==> src/rtl/fetch_stage.sv <==
// fetch_stage: PC, single-outstanding imem fetch, skid buffer and IF/ID register.
// Optional FETCH_MISALIGN_CHK_EN: a misaligned redirect halts fetch and sets sticky fetch_misalign.
module fetch_stage #(
   parameter int XLEN = 32,
   parameter logic [XLEN-1:0] RESET_PC = '0
) (
   input  logic            clk,
   input  logic            rst_n,
   output logic            imem_req,
   output logic [XLEN-1:0] imem_addr,
   input  logic            imem_gnt,
   input  logic            imem_rvalid,
   input  logic [XLEN-1:0] imem_rdata,
   input  logic            stall,
   input  logic            redirect,
   input  logic [XLEN-1:0] redirect_pc,
   output logic            if_id_valid,
   output logic [XLEN-1:0] if_id_instr,
   output logic [XLEN-1:0] if_id_pc,
   output logic [XLEN-1:0] if_id_pc_plus4,
   output logic            fetch_misalign
);
   typedef enum logic [1:0] {FETCH, WAIT, HOLD} state_t;
   state_t state, state_nx;
   logic [XLEN-1:0] pc, pc_nx, skid_instr, skid_pc, rpc;
   logic drop, drop_nx, misalign, gnt_ok, rsp, take, load_new, from_skid;
`ifdef FETCH_MISALIGN_CHK_EN
   assign rpc = redirect_pc;
   always_ff @(posedge clk or negedge rst_n)
      if (!rst_n) misalign <= 1'b0;
      else if (redirect) misalign <= |redirect_pc[1:0];
`else
   assign rpc = redirect_pc & ~XLEN'(3);
   assign misalign = 1'b0;
`endif
   assign imem_req = rst_n && state == FETCH && !misalign;
   assign imem_addr = pc;
   assign fetch_misalign = misalign;
   assign gnt_ok = imem_req && imem_gnt;
   assign rsp = state == WAIT && imem_rvalid;
   assign take = rsp && !drop && !redirect;
   assign load_new = take && (!stall || !if_id_valid);
   assign from_skid = state == HOLD && !stall && !redirect;
   // a grant or pending response to the old address must be swallowed after a redirect
   always_comb begin
      pc_nx = take ? pc + XLEN'(4) : pc;
      drop_nx = rsp ? 1'b0 : drop;
      state_nx = state == FETCH ? (gnt_ok ? WAIT : FETCH) :
                 state == WAIT  ? (!imem_rvalid ? WAIT : (drop || load_new) ? FETCH : HOLD) :
                 (stall ? HOLD : FETCH);
      if (redirect) begin
         pc_nx = rpc;
         drop_nx = (state == FETCH && gnt_ok) || (state == WAIT && !imem_rvalid);
         state_nx = drop_nx ? WAIT : FETCH;
      end
   end
   always_ff @(posedge clk or negedge rst_n)
      if (!rst_n) begin
         state <= FETCH;
         pc <= RESET_PC;
         drop <= 1'b0;
         skid_instr <= '0;
         skid_pc <= '0;
         if_id_valid <= 1'b0;
         if_id_instr <= XLEN'(32'h0000_0013);
         if_id_pc <= '0;
         if_id_pc_plus4 <= '0;
      end else begin
         state <= state_nx;
         pc <= pc_nx;
         drop <= drop_nx;
         if (take && !load_new) begin
            skid_instr <= imem_rdata;
            skid_pc <= pc;
         end
         if (redirect) if_id_valid <= 1'b0;
         else if (load_new) begin
            if_id_valid <= 1'b1;
            if_id_instr <= imem_rdata;
            if_id_pc <= pc;
            if_id_pc_plus4 <= pc + XLEN'(4);
         end else if (from_skid) begin
            if_id_valid <= 1'b1;
            if_id_instr <= skid_instr;
            if_id_pc <= skid_pc;
            if_id_pc_plus4 <= skid_pc + XLEN'(4);
         end else if (!stall) if_id_valid <= 1'b0;
      end
endmodule

==> config.mk <==
export PLATFORM = sky130hd
export DESIGN_NAME = fetch_stage
export DESIGN_NICKNAME = d
export VERILOG_FILES = /design/src/rtl/fetch_stage.sv
export SDC_FILE = /design/constraint.sdc
export NUM_CORES = 1
export LEC_CHECK = 0
export CAP_MARGIN = 20
export CORE_MARGIN = 3
export CORE_UTILIZATION = 35
export CTS_CLUSTER_SIZE = 10
export DETAILED_ROUTE_END_ITERATION = 8
export SYNTH_ARGS = -nofsm -noshare
export SYNTH_HDL_FRONTEND = slang
export SYNTH_SLANG_ARGS = --single-unit
==> constraint.sdc <==
create_clock -name clk -period 2.7 [get_ports clk]
set_clock_uncertainty 0.1 [all_clocks]
set_input_delay 0.27 -clock clk [delete_from_list [all_inputs] [get_ports clk]]
set_output_delay 0.27 -clock clk [all_outputs]
set_load 0.05 [all_outputs]
==> metrics.cfg <==
[sta]
finalHoldViolCount = 0
tightestPinTransition_ns = 0.954
rsz0062_at_grt = false
fin_crit_ns = 2.52
setup_viol = 0
setup_ws_ns = 0.181
fin_tns_setup_ns = 0
finalCritPeriodShare = 0.933
clock.fmax_mhz = 397
slew_violations = 0
slew_headroom = 0.364

[global_route]
grt_max_degree = 164
overflow = 0
grt_first_pass_wirelength_um = 44100
antenna_found_initial = 2
grt_use_total = 0.197
grt_pass1_vias = 7458

[status]
outcome = finished, final reports clean

[yosys]
synthTopCellsByCount = nand2_1, dfrtp_1, mux2_2
ys_seq_elements = 188
synth_simple_gate_area_frac = 0.192
synth-main-ff-cell = dfrtp_1
synth_top_family_by_area = simple AND/OR/NAND/NOR gates
synth-xor-area-share = 0.0672
synth_mux_area_frac = 0.0738
synthCells = 951
synth_adder_area_share = 0.00270
yosysMostFrequentCell = nand2_1
synth-warning-count = 0
synth_top_cell_by_area = dfrtp_1
syn_area_um2 = 9260
synth_top_area_frac = 0.500
synth.distinct_cells = 55
synth-edff-count = 0
synth_area_leaders = dfrtp_1, nand2_1, mux2_2, xnor2_1, xor2_1
synth-compound-area-share = 0.110
async_flop_share = 1.00
ys_seq_area_frac = 0.509
syn_avg_cell_area_um2 = 9.73

[clock_tree]
worstSkewPairLatency_ns = 0.44
cts_made_buffers = 17
cts_buffer_depth = 2
clkSinkCount = 188
cts_root_buf = clkbuf_16
cts.clk_slew.worst_paths_ns = 0.07
post_cts_buffers = 0
cts_htree_levels = 4
cts_tree = built

[drt]
wl_per_cell_um = 19.1
detail_route.iter0.violations = 601
ant_nets = 0
route.final.wire_length_um = 28200
via_per_inst = 5.17
vias = 7619
route.detailed.drc = 0
dr.pass1.iters = 5

[run]
max-cap-violations = 0

[pwr]
power_density_nw_per_um2 = 859
p_leak_nw = 5.22
irDropWorstVdd_mv = 0.470
total_power_w = 0.0106

[final_layout]
area_growth_pct = 33.1
multiInputGateArea_um2 = 4180
final.fill_count = 2390
nets = 1201
drive_gt1_frac = 0.143
final_cells = 1473
layout.area.seq_um2 = 4710

[floorplan]
dieArea_um2 = 28400
rows = 58
core_um2 = 25600
die-height_um = 169
start_util = 0.361
ios = 201
fp.dieW_um = 169

[place]
dp_cells = 1439
gp_congestion = 0.815
port_buffers = 191
dp_hpwl_um = 19200
dp_slack_ns = 0.144

[worst_hold_path]
hp-class = in -> reg
worstHoldStart = redirect
worstHoldPathCells = 3
hold_path_end = imem_addr[3]

[setup_path]
crit_fanout = 12
r2r_cells = 6
worstSetupPathType = reg -> reg
r2r_start = skid_pc[3]
end_kind = flip-flop
r2r_slack_ns = 0.18
critPathLaunchType = flip-flop
worstReg2RegEnd = if_id_pc_plus4[24]
required_ns = 2.98
cp.arrival_ns = 2.80

==> worst max-delay path by stage <==
| stage | start | end | cells after the start |
|---|---|---|---|
| floorplan | imem_addr[2] | imem_addr[18] | 6 |
| global placement | imem_rvalid | if_id_pc_plus4[10] | 8 |
| detailed placement | imem_rvalid | if_id_pc_plus4[5] | 7 |
| CTS | skid_pc[3] | if_id_pc_plus4[24] | 6 |
| global route | skid_pc[3] | if_id_pc_plus4[24] | 6 |
| finish | skid_pc[3] | if_id_pc_plus4[24] | 6 |
==> cell type report <==
| type | count | area share |
|---|---|---|
| antenna | 2 | 0.000406 |
| clock buffer | 19 | 0.0360 |
| clock inverter | 12 | 0.0148 |
| inverter | 11 | 0.00335 |
| multi-input combinational | 673 | 0.339 |
| sequential | 188 | 0.382 |
| tap | 330 | 0.0335 |
| timing repair buffer | 238 | 0.191 |
==> placed cells by master (no fill, tap or decap), drive strengths merged, types with 5 or more instances in the layout <==
cell type	n
nor3	18
nand4	24
xor2	32
mux2	58
xnor2	39
or3	5
clkbuf	20
clkdlybuf4s50	188
a22oi	34
buf	48
o211ai	5
nand2	199
o21ai	59
a221o	6
nor4	18
nand3	41
o22ai	11
dfrtp	185
conb	7
or4	5
inv	15
a21oi	8
o31ai	5
a31oi	9
nor2	43
==> metal layers <==
metal  up-vias  global-route usage  wire [um]
li1       3661                   -          -
met1      3762               0.281      12900
met4         0              0.0477        313
met2       173               0.316      13700
met5         -                   0          0
met3        23              0.0301       1210
==> cell families after synthesis <==
family / after synthesis
compound gates: 157
fa+ha+maj: 2
mux: 61
other cells: 1
simple gates: 375
flops: 188
xor+xnor: 71
buf+inv: 96
==> stage by stage <==
stage / area (um^2) / hold slack (ns) / utilization
after CTS: 12300 / 0.130 / 0.481
after detailed placement: 11700 / 0.0827 / 0.456
after global routing: 12300 / 0.183 / 0.481
after global placement: 11700 / 0.0848 / 0.456
after floorplan: 9280 / -0.126 / -
final: 12300 / 0.134 / 0.481
==> worst max-delay path: stages (launching register included) <==
cell     delay [ns]
dfrtp_1        0.41
ha_1           0.29
nand3_2        0.18
or4_4          0.67
or4_1          0.53
a21oi_1        0.16
a221o_1        0.12
==> power by group <==
group          total, W  internal, W  switching [W]
combinational   0.00401      0.00136        0.00265
sequential      0.00385      0.00340       0.000451
clock           0.00273      0.00158        0.00114
total            0.0106      0.00634        0.00425
==> timing repair <==
item                       in CTS  in global routing
gates resized for setup         0                  0
setup endpoints to repair       0                  0
hold buffers                    1                  0
hold endpoints to repair       25                  0
==> state kept, by name, summed over array words and instances, names as in the netlist <==
signal and count:
skid_pc 30, skid_instr 32, imem_addr 30, if_id_pc_plus4 30, if_id_valid 1, state 2
if_id_pc 30, drop 1, if_id_instr 32
Note: power is estimated with default switching activity, not from simulation.
